### config.mk
export PLATFORM = sky130hd
export DESIGN_NAME = led_fader
export DESIGN_NICKNAME = d
export VERILOG_FILES = /design/src/rtl/led_fader.sv
export SDC_FILE = /design/constraint.sdc
export NUM_CORES = 1
export LEC_CHECK = 0
export BUFFER_PORTS_ARGS = -buffer_cell sky130_fd_sc_hd__buf_2
export CORE_ASPECT_RATIO = 0.75
export CORE_UTILIZATION = 53
export DETAILED_ROUTE_END_ITERATION = 8
export PLACE_DENSITY = 0.77
export SLEW_MARGIN = 20
export SYNTH_ARGS = -nofsm -noshare
export SYNTH_HDL_FRONTEND = slang
export SYNTH_SLANG_ARGS = --single-unit
### constraint.sdc
create_clock -name clk -period 2.4 [get_ports clk]
set_input_delay 0.24 -clock clk [delete_from_list [all_inputs] [get_ports clk]]
set_output_delay 0.24 -clock clk [all_outputs]
set_load 0.01 [all_outputs]
### src/rtl/led_fader.sv
// Turns each edge of a slow blink level into a linear PWM brightness ramp:
// fade in on rise, fade out on fall, duty held between steps.
module led_fader #(
   parameter int PWM_BITS     = 8,
   parameter int STEP_PERIODS = 4
) (
   input  logic                clk,
   input  logic                rst,
   input  logic                level,
   output logic                pwm_out,
   output logic [PWM_BITS:0]   duty,
   output logic                busy
);

   localparam logic [PWM_BITS:0] MAX = {1'b1, {PWM_BITS{1'b0}}};
   localparam int SW = (STEP_PERIODS > 1) ? $clog2(STEP_PERIODS) : 1;
   localparam logic [SW-1:0] SLAST = SW'(STEP_PERIODS - 1);

   typedef enum logic [1:0] {
      S_OFF,
      S_UP,
      S_ON,
      S_DOWN
   } state_t;

   state_t              state_q, state_d;
   logic [PWM_BITS:0]   duty_q, duty_d;
   logic [PWM_BITS-1:0] pcnt_q, pcnt_d;
   logic [SW-1:0]       scnt_q, scnt_d;
   logic                level_q, level_d;
   logic                pwm_q, pwm_d;
   logic                busy_q, busy_d;
   logic                rise, fall, bnd, step;

   always_comb begin
      rise    = level & ~level_q;
      fall    = ~level & level_q;
      bnd     = &pcnt_q;
      step    = bnd && (scnt_q == SLAST);
      level_d = level;
      pcnt_d  = pcnt_q + 1'b1;
      pwm_d   = ({1'b0, pcnt_q} < duty_q);

      // any edge restarts the step timer so a new ramp gets a full step
      scnt_d = scnt_q;
      if (rise || fall) begin
         scnt_d = '0;
      end else if (bnd) begin
         scnt_d = step ? '0 : scnt_q + 1'b1;
      end

      state_d = state_q;
      duty_d  = duty_q;
      unique case (state_q)
         S_OFF: begin
            duty_d = '0;
            if (rise) state_d = S_UP;
         end
         S_UP: begin
            if (fall) begin
               state_d = S_DOWN;
            end else if (duty_q == MAX) begin
               state_d = S_ON;
            end else if (step) begin
               duty_d = duty_q + 1'b1;
            end
         end
         S_ON: begin
            duty_d = MAX;
            if (fall) state_d = S_DOWN;
         end
         S_DOWN: begin
            if (rise) begin
               state_d = S_UP;
            end else if (duty_q == '0) begin
               state_d = S_OFF;
            end else if (step) begin
               duty_d = duty_q - 1'b1;
            end
         end
      endcase

      busy_d = (state_d == S_UP) || (state_d == S_DOWN);
   end

   always_ff @(posedge clk or negedge rst) begin
      if (!rst) begin
         state_q <= S_OFF;
         duty_q  <= '0;
         pcnt_q  <= '0;
         scnt_q  <= '0;
         level_q <= 1'b0;
         pwm_q   <= 1'b0;
         busy_q  <= 1'b0;
      end else begin
         state_q <= state_d;
         duty_q  <= duty_d;
         pcnt_q  <= pcnt_d;
         scnt_q  <= scnt_d;
         level_q <= level_d;
         pwm_q   <= pwm_d;
         busy_q  <= busy_d;
      end
   end

   assign pwm_out = pwm_q;
   assign duty    = duty_q;
   assign busy    = busy_q;

endmodule

---- After elaboration in Yosys (flattened, before gate mapping) ----
Cells that the tools add are included.
cells by class
  divide/modulo/power cells ............... 0
  bitwise gates (word level) .............. 4
  eq/ne operators ......................... 13
  order comparisons ....................... 1
  reductions and logical operators ........ 8
  add/subtract/negate cells ............... 4
  shifts and indexed selects .............. 0
  muxes and demuxes ....................... 17
  multiply operators ...................... 0
operator list
  kind                 number
  $mux 9               6
  $pmux 9 s4           1
  $mux 2               9
  $ne 2x2->1 const B   6
  $add 9x1->9 const B  1
  $eq 9x9->1 const B   1
  $logic_not 9->1      1
  $lt 8x9->1           1
  $sub 9x1->9 const B  1
  $add 8x1->8 const B  1
  $eq 2x2->1 const B   4
  $pmux 2 s4           1
  $reduce_and 8->1     1
  $reduce_and 6->1     1
  $eq 2x1->1 const B   2
  $add 2x1->2 const B  1
  $and 1x1->1          2
  $logic_not 2->1      1
  $logic_or 1x1->1     2
  $not 1->1            2
  $reduce_bool 2->1    1
  $logic_and 1x1->1    1
storage, ports and cells
  bits of input ports ..................... 3
  word-level logic and storage cells ...... 54
  ROM bits ................................ 0
  memories ................................ 0
  register bits ........................... 24
  bits in latches ......................... 0
  RAM bits ................................ 0

---- Longest topological paths before layout ----
  word-level depth ........................ 6
  gate-level depth with buffers ........... 11
  gate-level depth less buffers ........... 10

---- Worst setup path before layout ----
OpenSTA, ideal clock, no wires.
  path kind ............................... reg2reg
  start ................................... reg state_q[0]
  end ..................................... reg duty_q[8] (netlist: duty[8])
  stages on the path, launching flop included .. 12
  required time ........................... 2.280 ns
  library setup time ...................... 0.120 ns
  clock period less this slack ............ 2.384 ns
  path buffers ............................ 1
  setup slack ............................. 0.016 ns
  arrival time ............................ 2.265 ns
  cells stage by stage .................... dfrtp_1 > buf_6 > nand2_2 > inv_1 > xnor2_1 > ha_1 > o211ai_1 > a211oi_2 > a311o_2 > o211ai_1 > o221ai_1 > a31o_1
on the way
  longest elaborated chain between the ends .. 3
  elaborated cells on any way between the ends .. 12
  classes of those cells .................. 9 x eq/ne; 1 x mux; 2 x reduce/logical
ends and longest elaborated chain
  what                                             line  RTL
  start: declaration                               26    state_t state_q, state_d;
  start signal: assignment                         96    state_q <= state_d;
  $eq 2x2->1 / $eq 2x1->1 (equally long branches)  54    unique case (state_q)
  $ne 2x2->1 (no line)                             n/a
  $reduce_and 6->1 (no line)                       n/a
  end signal: assignment                           97    duty_q <= duty_d;
  end: declaration                                 27    logic [PWM_BITS:0] duty_q, duty_d;
Several ways; a longest one is shown, not always the timed one.
A chain may end at the register's enable or synchronous reset.

---- Worst setup path in the final report ----
  start ................................... reg state_q[1]
  end ..................................... reg duty_q[8] (netlist: duty[8])
Same word-level chain as after synthesis.

==> results.md <==
- The run finished with clean final reports.
- Multiplexer cells account for 1.33% of the synthesized area.
- The critical path is of the reg2reg type.
- The routability-driven placement congestion ratio is 0.874.
- The max-slew headroom at the worst pin is 64.4%.
- The number of setup violations in the final report is 0.
- Static timing analysis puts the maximum clock frequency at 0.443 GHz.
- The final layout net count is 210.
- After detailed routing, the met3 layer carries 98 µm of wire.
- The startpoint type of the worst setup path is a flop.
- The largest fanout of any net on the critical path is 6.
- The number of pins with negative max-slew slack in the final report is 0.
- Summed over its instances, the top area cell type makes up 35.9% of the synthesized netlist area.
- The post-CTS setup repair buffer count is 0.
- The die covers 0.00325 mm².
- The sum of negative setup slack is 0 ns.
- The largest total area in the synthesized netlist belongs to dfrtp_1.
- Counting the buffers created by CTS gives 3.
- Counting flops with an async set or reset pin after synthesis yields a share of 100%.
- STA classifies the critical path endpoint as a flop.
- Sorting the synthesized cells by area gives the leading types as dfrtp_1 36%, ha_1 11%, xnor2_1 4.4%.
- The floorplan step set the die width to 65.5 µm.
- The buffer cell driving the clock tree root is clkbuf_8.
- The count of buffers added on input and output ports is 13.
- The simple-gate portion of the synthesized area is 18.3%.
- After global routing the overflow that remains totals 0.
- The synthesized netlist devotes 20.8% of its cell area to compound gates.
- The number of DRC markers after the initial detailed-route iteration is 98.
- The count of flip-flops with a built-in enable after synthesis is 0.
- The largest net degree at the start of global routing is 24.
- The synthesized netlist occupies a cell area of 0.00160 mm².
- The main combinational cell family by area after synthesis is compound AO/OA/AOI/OAI gates.
- The first global-routing pass estimated 5950 µm of wire.
- After Yosys synthesis, full adders, half adders and majority gates account for 10.9% of the synthesized area.
- The buffer depth of the longest clock path is 2.
- For this block, the via count after detailed routing is 1289.
- The number of warnings reported in the yosys synthesis log is 0.
- The slew at the pin with the worst max-slew slack is 0.533 ns.
- The required time at the endpoint of the critical path is 2.57 ns.
- The worst hold path belongs to the class in2reg.
- After synthesis, the netlist uses 47 different library cells.
- The number of nets with antenna violations after routing is 0.
- The worst setup skew after layout is 0.00384 ns.
- TritonCTS built the clock tree.
- The via density per instance is 5.65.
- The end of the critical path is duty[8].
- The final instance area is 0.00179 mm².
- The cell count after synthesis is 170.
- The detailed-router iteration count before antenna repair is 4.
- The final critical path takes up 94.1% of the cycle.
- Summed over all nets, the half-perimeter wirelength after detailed placement is 2640 µm.
- The library cell with the highest instance count after synthesis is dfrtp_1.
- The number of nets in the synthesized netlist is 187.
- The average size of a mapped cell is 9.44 µm².
- The number of fill cells in the layout is 213.
- Setup repair after global routing left no endpoint under its margin.
- After detailed routing, the number of remaining DRC violations is 0.
- The critical path startpoint is state_q[1].
- The uppermost signal routing layer after detailed routing is met4.
- The total clock sinks is 23.
- The post-place instance area is 0.00174 mm².
- In this run the standard cell core region covers 0.00274 mm².
- By count the netlist is led by 23 x dfrtp_1, 16 x nor2_1, 15 x nand2_1.
- The area growth from synthesis to layout is 11.7%.
- The number of cells traversed by the worst register-to-register path is 10.
- The worst register-to-register path begins at state_q[1].
- The data arrival time of the critical path is 2.43 ns.
- The synthesized design contains 23 register bits.
- The amount of wire on met2 after detailed routing is 1630 µm.
- Summed over all cells, the static leakage comes to 0.836 nW.
- The synthesized-area fraction occupied by xor and xnor cells is 7.10%.
- The routed metal-1 wirelength is 1750 µm.
- Sequential elements use 35.9% of the synthesized area.
- The endpoint of the most critical register-to-register path is duty[8].
- The register-to-register setup slack is 0.14 ns.
- Across the run, the number of max-cap violations was 0.
- 14 I/O pins were placed.
- Once the floorplan was initialized, standard cells occupied 58.5% of the core.
- The average wire per standard cell is 15.3 µm.
- At the later pin of the worst-skew pair, clock insertion delay measures 0.27 ns.
- The number of levels the H-tree was split into is 1.
- The overall track demand over capacity in global routing is 24.4%.
- The peak supply drop is 369 µV.
- The clock input transition at the sequential cells of the worst setup and hold paths is 0.08 ns.
- In the synthesized netlist the dominant register cell turns out to be dfrtp_1.
- The via count of the first global-routing pass is 1239.
- In this run the core area contains 16 standard-cell rows.
- The post-route netlist has 18.8% of its cells at a drive strength greater than 1.
- The initial antenna violation count came to 0.
- From bottom edge to top edge, the die measures 49.6 µm.
- The final hold violation count came to 0.
- The count of antenna diodes in the layout is 0.
- The routed design has 3490 µm of wire.
- The power per cell area is 648 mW/mm².
- The routed design could run at a clock period as short as 2.26 ns.
## final cells by class
class | count | area (µm²) | share of cell area (%)
clock buffer | 4 | 45.0 | 2.51
timing repair buffer | 22 | 135 | 7.54
multi-input combinational | 129 | 938 | 52.4
inverter | 14 | 52.6 | 2.93
sequential | 23 | 576 | 32.1
tap | 36 | 45.0 | 2.51
## repair_timing
action                                  4_1_cts  5_1_grt
endpoints found under the hold margin        23        0
resized for setup                             0        1
endpoints found under the setup margin        0        1
hold buffers                                  1        0
## sequential cells by signal (all words and copies together), names as in the netlist
register	flops
level_q	1
duty	9
pwm_out	1
scnt_q	2
pcnt_q	8
state_q	2
## cell families after synthesis
family,count (synthesis)
flip-flops,23
XOR/XNOR,13
multiplexers,2
adder cells (fa/ha/maj),14
AO/OA/AOI/OAI,43
buffers and inverters,18
AND/OR/NAND/NOR,57
## critical path, cell delays in order (launching register included)
cell and delay (ns):
dfrtp_1 0.39, nand2_2 0.08, inv_2 0.07, xnor2_1 0.13, ha_1 0.22, o211ai_1 0.20, a211oi_2 0.11, a311o_2 0.41
o211ai_1 0.19, o221ai_1 0.15, a31o_1 0.20
## through the flow
| stage | hold WS, ns | utilization (%) | setup WS (ns) | power (mW) | cells |
|---|---|---|---|---|---|
| 2_1_floorplan | -0.0556 | - | 0.0155 | 0.793 | 170 |
| 3_3_place_gp | 0.242 | 63.3 | 0.189 | 0.888 | 223 |
| 3_5_place_dp | 0.253 | 63.3 | 0.116 | 0.908 | 223 |
| 4_1_cts | 0.101 | 65.3 | 0.102 | 1.16 | 228 |
| 5_1_grt | 0.0968 | 65.3 | 0.00193 | 1.22 | 228 |
| 6_report | 0.102 | 65.3 | 0.141 | 1.16 | 228 |
## worst min-delay path by stage
stage          depth (start not counted)  startpoint  slack, ns      end
2_1_floorplan                          0         rst      -0.06  duty[0]
3_3_place_gp                           1         rst       0.24  duty[0]
3_5_place_dp                           1         rst       0.25  duty[3]
4_1_cts                                1       level       0.10  level_q
5_1_grt                                1       level        0.1  level_q
6_report                               1       level       0.10  level_q
## power breakdown
group | internal, mW | switching [mW]
combinational | 0.180 | 0.285
sequential | 0.422 | 0.0269
clock | 0.119 | 0.129
total | 0.721 | 0.441
## layout by cell type, fill, tap and decap left out, drive strengths merged, types with 2 or more instances in the layout
master | netlist | routed
a211oi | 3 | 3
a21boi | 2 | 2
a21o | 3 | 3
a21oi | 7 | 7
a41oi | 2 | 2
and2 | 3 | 3
and3 | 2 | 2
buf | 3 | 21
clkbuf | 1 | 4
dfrtp | 23 | 23
ha | 14 | 14
inv | 14 | 14
nand2 | 16 | 16
nand3 | 6 | 6
nand4 | 2 | 2
nor2 | 16 | 16
nor3 | 5 | 5
nor3b | 2 | 2
o211a | 2 | 2
o211ai | 4 | 4
o21a | 2 | 2
o21ai | 8 | 8
xnor2 | 8 | 8
xor2 | 5 | 5
## metal layers
layer / GRT usage (%) / vias up
met5: 0 / -
met4: 4.35 / 0
met3: 4.17 / 2
met2: 38.8 / 25
met1: 34.9 / 612
li1: - / 650
No activity file was read; power rests on OpenSTA's default activity.
